**config.mk**
```make
export PLATFORM = sky130hd
export DESIGN_NAME = tl_demux_pipe
export DESIGN_NICKNAME = d
export VERILOG_FILES = /design/src/rtl/tl_demux_pipe.sv
export SDC_FILE = /design/constraint.sdc
export NUM_CORES = 1
export LEC_CHECK = 0
export ABC_CLOCK_PERIOD_IN_PS = 2250
export BUFFER_PORTS_ARGS = -buffer_cell sky130_fd_sc_hd__clkbuf_2
export CORE_AREA = 8 8 127 129
export CTS_BUF_LIST = sky130_fd_sc_hd__clkbuf_8
export DETAILED_ROUTE_END_ITERATION = 10
export DIE_AREA = 0 0 135 137
export GPL_TIMING_DRIVEN = 0
export HOLD_SLACK_MARGIN = 0.08
export PLACE_DENSITY_LB_ADDON = 0.12
export SLEW_MARGIN = 20
export SYNTH_ARGS = -nofsm -noshare
export SYNTH_HDL_FRONTEND = slang
export SYNTH_SLANG_ARGS = --single-unit
```
**constraint.sdc**
```tcl
create_clock -name clk_i -period 2.25 [get_ports clk_i]
set_clock_uncertainty 0.2 [all_clocks]
set_input_delay 0.1125 -clock clk_i [delete_from_list [all_inputs] [get_ports clk_i]]
set_output_delay 0.1125 -clock clk_i [all_outputs]
set_load 0.05 [all_outputs]
```
**src/rtl/tl_demux_pipe.sv**
```systemverilog
// tl_demux_pipe: registered 1-to-N TileLink channel demux with burst route locking
// and out-of-range select discard. Define TL_DEMUX_PIPE_BEAT_CNT_EN for per-port beat counters.
module tl_demux_pipe #(
   parameter int unsigned N      = 4,
   parameter int unsigned DATA_W = 64,
   parameter int unsigned SEL_W  = 2,
   parameter int unsigned CNT_W  = 16
) (
   input  logic                clk_i,
   input  logic                rst_ni,
   input  logic                valid_i,
   output logic                ready_o,
   input  logic [DATA_W-1:0]   data_i,
   input  logic [SEL_W-1:0]    sel_i,
   input  logic                last_i,
   output logic [N-1:0]        valid_o,
   input  logic [N-1:0]        ready_i,
   output logic [N*DATA_W-1:0] data_o,
   output logic                last_o,
   output logic                lock_o,
`ifdef TL_DEMUX_PIPE_BEAT_CNT_EN
   input  logic                cnt_clr_i,
   output logic [N*CNT_W-1:0]  beat_cnt_o,
`endif
   output logic                err_o,
   output logic [SEL_W-1:0]    err_sel_o
);

   localparam int unsigned SEL_N    = 2**SEL_W;
   localparam bit          FULL_MAP = (N == SEL_N);

   logic              valid_q, valid_d;
   logic [DATA_W-1:0] data_q, data_d;
   logic [SEL_W-1:0]  sel_q, sel_d;
   logic              last_q, last_d;
   logic              lock_q, lock_d;
   logic [SEL_W-1:0]  lock_sel_q, lock_sel_d;
   logic              err_q, err_d;
   logic [SEL_W-1:0]  err_sel_q, err_sel_d;

   logic [SEL_N-1:0]  ready_ext_c;
   logic              deq_c;
   logic              accept_c;
   logic              in_range_c;
   logic [SEL_W-1:0]  eff_sel_c;

   // Zero-extend ready so indexing by any select value stays in bounds.
   assign ready_ext_c = SEL_N'(ready_i);
   assign deq_c       = valid_q && ready_ext_c[sel_q];
   assign ready_o     = !valid_q || deq_c;
   assign accept_c    = valid_i && ready_o;
   assign eff_sel_c   = lock_q ? lock_sel_q : sel_i;
   assign in_range_c  = FULL_MAP || ({1'b0, eff_sel_c} < (SEL_W+1)'(N));

   always_comb begin
      valid_o = '0;
      for (int unsigned i = 0; i < N; i++) begin
         valid_o[i] = valid_q && (sel_q == SEL_W'(i));
      end
   end

   assign data_o    = {N{data_q}};
   assign last_o    = last_q;
   assign lock_o    = lock_q;
   assign err_o     = err_q;
   assign err_sel_o = err_sel_q;

   // Output register, burst lock and error capture.
   always_comb begin
      valid_d    = valid_q;
      data_d     = data_q;
      sel_d      = sel_q;
      last_d     = last_q;
      lock_d     = lock_q;
      lock_sel_d = lock_sel_q;
      err_d      = 1'b0;
      err_sel_d  = err_sel_q;
      if (deq_c) begin
         valid_d = 1'b0;
      end
      if (accept_c) begin
         if (in_range_c) begin
            valid_d = 1'b1;
            data_d  = data_i;
            sel_d   = eff_sel_c;
            last_d  = last_i;
         end else if (!lock_q) begin
            err_d     = 1'b1;
            err_sel_d = eff_sel_c;
         end
         // Locking also covers discarded messages so their tail beats stay dropped.
         if (last_i) begin
            lock_d = 1'b0;
         end else if (!lock_q) begin
            lock_d     = 1'b1;
            lock_sel_d = sel_i;
         end
      end
   end

   always_ff @(posedge clk_i or negedge rst_ni) begin
      if (!rst_ni) begin
         valid_q    <= 1'b0;
         data_q     <= '0;
         sel_q      <= '0;
         last_q     <= 1'b0;
         lock_q     <= 1'b0;
         lock_sel_q <= '0;
         err_q      <= 1'b0;
         err_sel_q  <= '0;
      end else begin
         valid_q    <= valid_d;
         data_q     <= data_d;
         sel_q      <= sel_d;
         last_q     <= last_d;
         lock_q     <= lock_d;
         lock_sel_q <= lock_sel_d;
         err_q      <= err_d;
         err_sel_q  <= err_sel_d;
      end
   end

`ifdef TL_DEMUX_PIPE_BEAT_CNT_EN
   logic [N*CNT_W-1:0] cnt_q, cnt_d;

   // Saturating per-port dequeue counters; clear wins over increment.
   always_comb begin
      cnt_d = cnt_q;
      for (int unsigned i = 0; i < N; i++) begin
         if (cnt_clr_i) begin
            cnt_d[i*CNT_W +: CNT_W] = '0;
         end else if (valid_o[i] && ready_i[i] && (cnt_q[i*CNT_W +: CNT_W] != '1)) begin
            cnt_d[i*CNT_W +: CNT_W] = cnt_q[i*CNT_W +: CNT_W] + CNT_W'(1);
         end
      end
   end

   always_ff @(posedge clk_i or negedge rst_ni) begin
      if (!rst_ni) begin
         cnt_q <= '0;
      end else begin
         cnt_q <= cnt_d;
      end
   end

   assign beat_cnt_o = cnt_q;
`endif

endmodule

```
* Word-level counts from Yosys, hierarchy flattened
Cells that the tools add are included.
** Cells by class
- Muxes and demuxes :: 6
- Bitwise operators :: 1
- Equality and inequality tests :: 3
- Reduce and logical (&&, ||, !) cells :: 11
- $lt $le $gt $ge :: 1
** Operators with widths (count)
- 1-bit logical AND :: 6
- 2-bit equality test, second input constant :: 2
- 1-bit 2-to-1 mux :: 4
- 2-bit by 3-bit < comparator with 1-bit output, second input constant :: 1
- 1-bit binary-select mux with 2-bit select :: 1
- 2-bit by 1-bit equality test with 1-bit output, second input constant :: 1
- 2-bit zero test :: 1
- 2-bit 2-to-1 mux :: 1
- 2-bit AND reduction :: 1
- 2-bit nonzero test :: 1
- 1-bit zero test :: 1
- 1-bit logical OR :: 1
- 1-bit NOT :: 1
** Word-level totals
- Logic and storage cells :: 28
- Bits of input ports :: 74
- Bits in registers :: 71
- Output and inout port bits :: 266

* Longest topological paths before layout
- Word-level depth :: 6
- Gate-level depth with buffers :: 6
- Gate-level depth less buffers :: 4

* Worst setup path after synthesis
Ideal clock, no wire load.
- Path type :: reg-to-reg
- From :: reg sel_q[0]
- To :: reg data_q[40]
- Setup time :: 0.125 ns
- Buffers on the path :: 2
- Setup slack :: 0.271 ns
- Period minus slack after synthesis :: 1.979 ns
- Stages on the path, launching flop included :: 6
- Data arrival time :: 1.654 ns
- Required time :: 1.925 ns
- Cells stage by stage :: dfrtp_1 -> mux2_1 -> o221ai_2 -> buf_4 -> buf_6 -> mux2_2
** Between the ends
- Longest elaborated chain between the ends :: 5
** RTL lines
- start: declaration :: line 34 : logic [SEL_W-1:0] sel_q, sel_d;
- start signal: assignment :: line 114 : sel_q <= sel_d;
- 1-bit binary-select mux with 2-bit select :: line 49 : assign deq_c = valid_q && ready_ext_c[sel_q];
- 1-bit 2-to-1 mux (implied by the code) :: line 49
- 1-bit logical AND :: line 49
- 1-bit logical OR :: line 50 : assign ready_o = !valid_q || deq_c;
- 1-bit logical AND :: line 51 : assign accept_c = valid_i && ready_o;
- end signal: assignment :: line 113 : data_q <= data_d;
- end: declaration :: line 33 : logic [DATA_W-1:0] data_q, data_d;
Every way passes these cells. The select of a mux whose other input is x is not followed.
A chain may end at the register's enable or synchronous reset.

* Final worst setup path
- From :: reg sel_q[0]
- To :: reg lock_q (netlist: lock_o)
** Between the ends
- Longest elaborated chain between the ends :: 5
** RTL lines
- 1-bit binary-select mux with 2-bit select :: line 49
- 1-bit 2-to-1 mux (implied by the code) :: line 49
- 1-bit logical AND :: line 49
- 1-bit logical OR :: line 50
- 1-bit logical AND :: line 51
- end signal: assignment :: line 116 : lock_q <= lock_d;
- end: declaration :: line 36 : logic lock_q, lock_d;
Every way passes these cells. The select of a mux whose other input is x is not followed.

==> summary.md <==
| Metric | Value |
|---|---|
| Layout Cells excl Fill | `974` |
| ANT cells | `0` |
| Routed WL | `13,400 µm` |
| Synthesis-to-finish area growth | `68.4%` |
| Initial antenna violation count | `0` |
| Compound-Gate Fraction of Synth Area | `0.0108` |
| Width of the die | `135 µm` |
| Dpl hpwl | `10,800 µm` |
| Worst-path clk slew | `0.07 ns` |
| Slew Limit Fails | `0` |
| Final setup viols | `0` |
| Vias/cell | `3.81` |
| Synth Flop Type | `dfrtp_1` |
| #FFs+latches synth | `71` |
| DR iter-0 viols | `61` |
| Register area | `0.00178 mm²` |
| Post-synthesis simple-gate area fraction | `0.0108` |
| Num CTS Buffers | `9` |
| Status | `finished, final reports clean` |
| Sequential fraction of the synthesis area | `0.425` |
| CP endpoint kind | `register` |
| Drt drc | `0` |
| Distinct cells, synth | `19` |
| Fin crit period | `2.16 ns` |
| Fin. Hold Viols | `0` |
| Synthesized instance count | `362` |
| Share of cells above drive strength 1 | `0.790` |
| Synth warnings | `0` |
| Ratio of final minimum period to clock period | `0.958` |
| Adder-Cell Fraction of Synth Area | `0` |
| Die H | `137 µm` |
| Total number of vias | `3,714` |
| Critical path type | `reg -> reg` |
| Avg Cell Area, Syn | `11.6 µm²` |
| Rows | `44` |
| Multi-input combinational cell area | `913 µm²` |
| Clock root buffer | `clkbuf_8` |
| Max_cap viols | `0` |
| Nets | `859` |
| Mapped cell area | `0.00418 mm²` |
| FFs w/ async S/R, synth | `1.00` |
| Placed insts | `885` |
| RSZ-0062 raised after global routing | `false` |
| CTS tree | `done` |
| Mux contribution to synthesized area | `0.191` |
| Max Freq | `464 MHz` |
| Pin count of the biggest net entering global routing | `37` |
| Final ANT Viol Nets | `0` |
| Worst Hold Class | `in -> async` |
| First-pass DRT Iterations | `4` |
| Routed len/inst | `13.8 µm` |
| Crit start category | `register` |
| Max clock buf depth | `2` |
| Worst Tran Pin Value | `0.538 ns` |
| Global Route Usage Sum | `0.139` |
| First-pass GRT wire length | `20,800 µm` |
| CORE AREA | `0.0142 mm²` |
| Largest family of logic cells by synthesized area | `buffers and inverters` |
| Gr ovfl total | `0` |
| Fillers | `1,318` |
| Die ar. | `0.0185 mm²` |
| # IOs | `340` |
| Max-slew headroom | `0.641` |
| Routability Congestion | `0.702` |
| CTS H-tree lvls | `3` |
| Starting Density | `0.294` |
| CTS Sinks | `71` |
| Number of global-route vias before repair | `4,074` |
| XOR/XNOR Fraction of Synth Area | `0` |
| Fin Hold WS | `0.0932 ns` |
| Required @ worst endpoint | `2.29 ns` |
| Crit path arrival time | `2.19 ns` |
| Number of port buffers | `336` |
| Post-synth EDFFs | `0` |
| Worst-path maximum fanout | `6` |
| Clock latency on the worst-skew pair | `0.35 ns` |
[state kept, by name, summed over array words and instances (netlist names)]
| signal | count |
|---|---|
| data_q | 64 |
| last_o | 1 |
| lock_o | 1 |
| lock_sel_q | 2 |
| sel_q | 2 |
| valid_q | 1 |
[metal layers]
| layer | global-route usage | part of all wire |
|---|---|---|
| met5 | 0 | 0 |
| met3 | 0.0518 | 0.11 |
| met2 | 0.259 | 0.54 |
| met1 | 0.139 | 0.34 |
| met4 | 0.0518 | 0.013 |
[cells by family after synthesis]
group                  after synthesis
buffers and inverters              203
multiplexers                        71
flip-flops                          71
AND/OR/NAND/NOR                     10
AO/OA/AOI/OAI                        6
other                                1
[what timing repair did]
item / in CTS / in global routing
resized for setup: 1 / 3
hold endpoints to repair: 142 / 0
endpoints found under the setup margin: 65 / 39
gates cloned: 0 / 0
buffers inserted: 2 / 0
hold buffers: 71 / 0
pin swaps: 1 / 0
[critical path: stages, from the launching register on]
cell           delay (ns)
dfrtp_2              0.46
mux2_1               0.39
o22a_1               0.24
a21oi_1              0.15
a31oi_1              0.05
dlygate4sd3_1        0.56
[stage by stage]
step	setup TNS, ns	setup WS [ns]	instance area (µm²)	util
2_1_floorplan	0	0.271	4190	-
3_3_place_gp	-3.61	-0.148	6100	0.430
3_5_place_dp	-4.45	-0.165	6120	0.431
4_1_cts	0	0.0240	7040	0.495
5_1_grt	0	0.0275	7040	0.496
6_report	0	0.0948	7040	0.496
[path summary, 6_finish.rpt]
path	from	to	slack (ns)	cells after the start
setup / recovery	sel_q[0]$_DFFE_PN0P_	lock_o$_DFFE_PN0P_	0.09	5
hold / removal	rst_ni	data_q[49]$_DFFE_PN0P_	0.09	2
setup reg to reg	sel_q[0]$_DFFE_PN0P_	lock_o$_DFFE_PN0P_	0.09	5
hold reg to reg	lock_sel_q[0]$_DFFE_PN0P_	lock_sel_q[0]$_DFFE_PN0P_	0.30	1
max in group asynchronous	rst_ni	data_q[36]$_DFFE_PN0P_	1.16	3
min in group clk_i	lock_sel_q[0]$_DFFE_PN0P_	lock_sel_q[0]$_DFFE_PN0P_	0.30	1
[layout make-up]
cell class                      count  area share
Inverter                            1    0.000533
Clock buffer                       11      0.0215
Clock inverter                      5     0.00338
Multi-Input combinational cell     90       0.130
Tap cell                          184      0.0327
Buffer                            202       0.215
Timing Repair Buffer              410       0.345
Sequential cell                    71       0.252
[layout by cell type (no fill, tap or decap), types with 2 or more instances in the layout]
master         count
clkbuf_2         335
buf_4            198
dlygate4sd3_1     71
dfrtp_1           70
mux2_2            65
clkbuf_8          11
nor2_1             4
clkinv_2           4
nand2_1            3
mux2_1             3
buf_2              3
clkbuf_4           3
conb_1             3
inv_1              2
nand2b_1           2
mux2i_1            2
o21ai_0            2
[Yosys cell counts (all sizes together), types with 2 or more instances]
cell    number  area share
mux2i        2      0.0048
nor2         4      0.0036
o21ai        2      0.0024
buf        202        0.36
nand2        3      0.0027
nand2b       2      0.0030
mux2        69        0.19
dfrtp       71        0.42
Power is left out: the tool's default activity adds up to more than one toggle a clock period on the data nets, which glitch-free logic cannot reach.
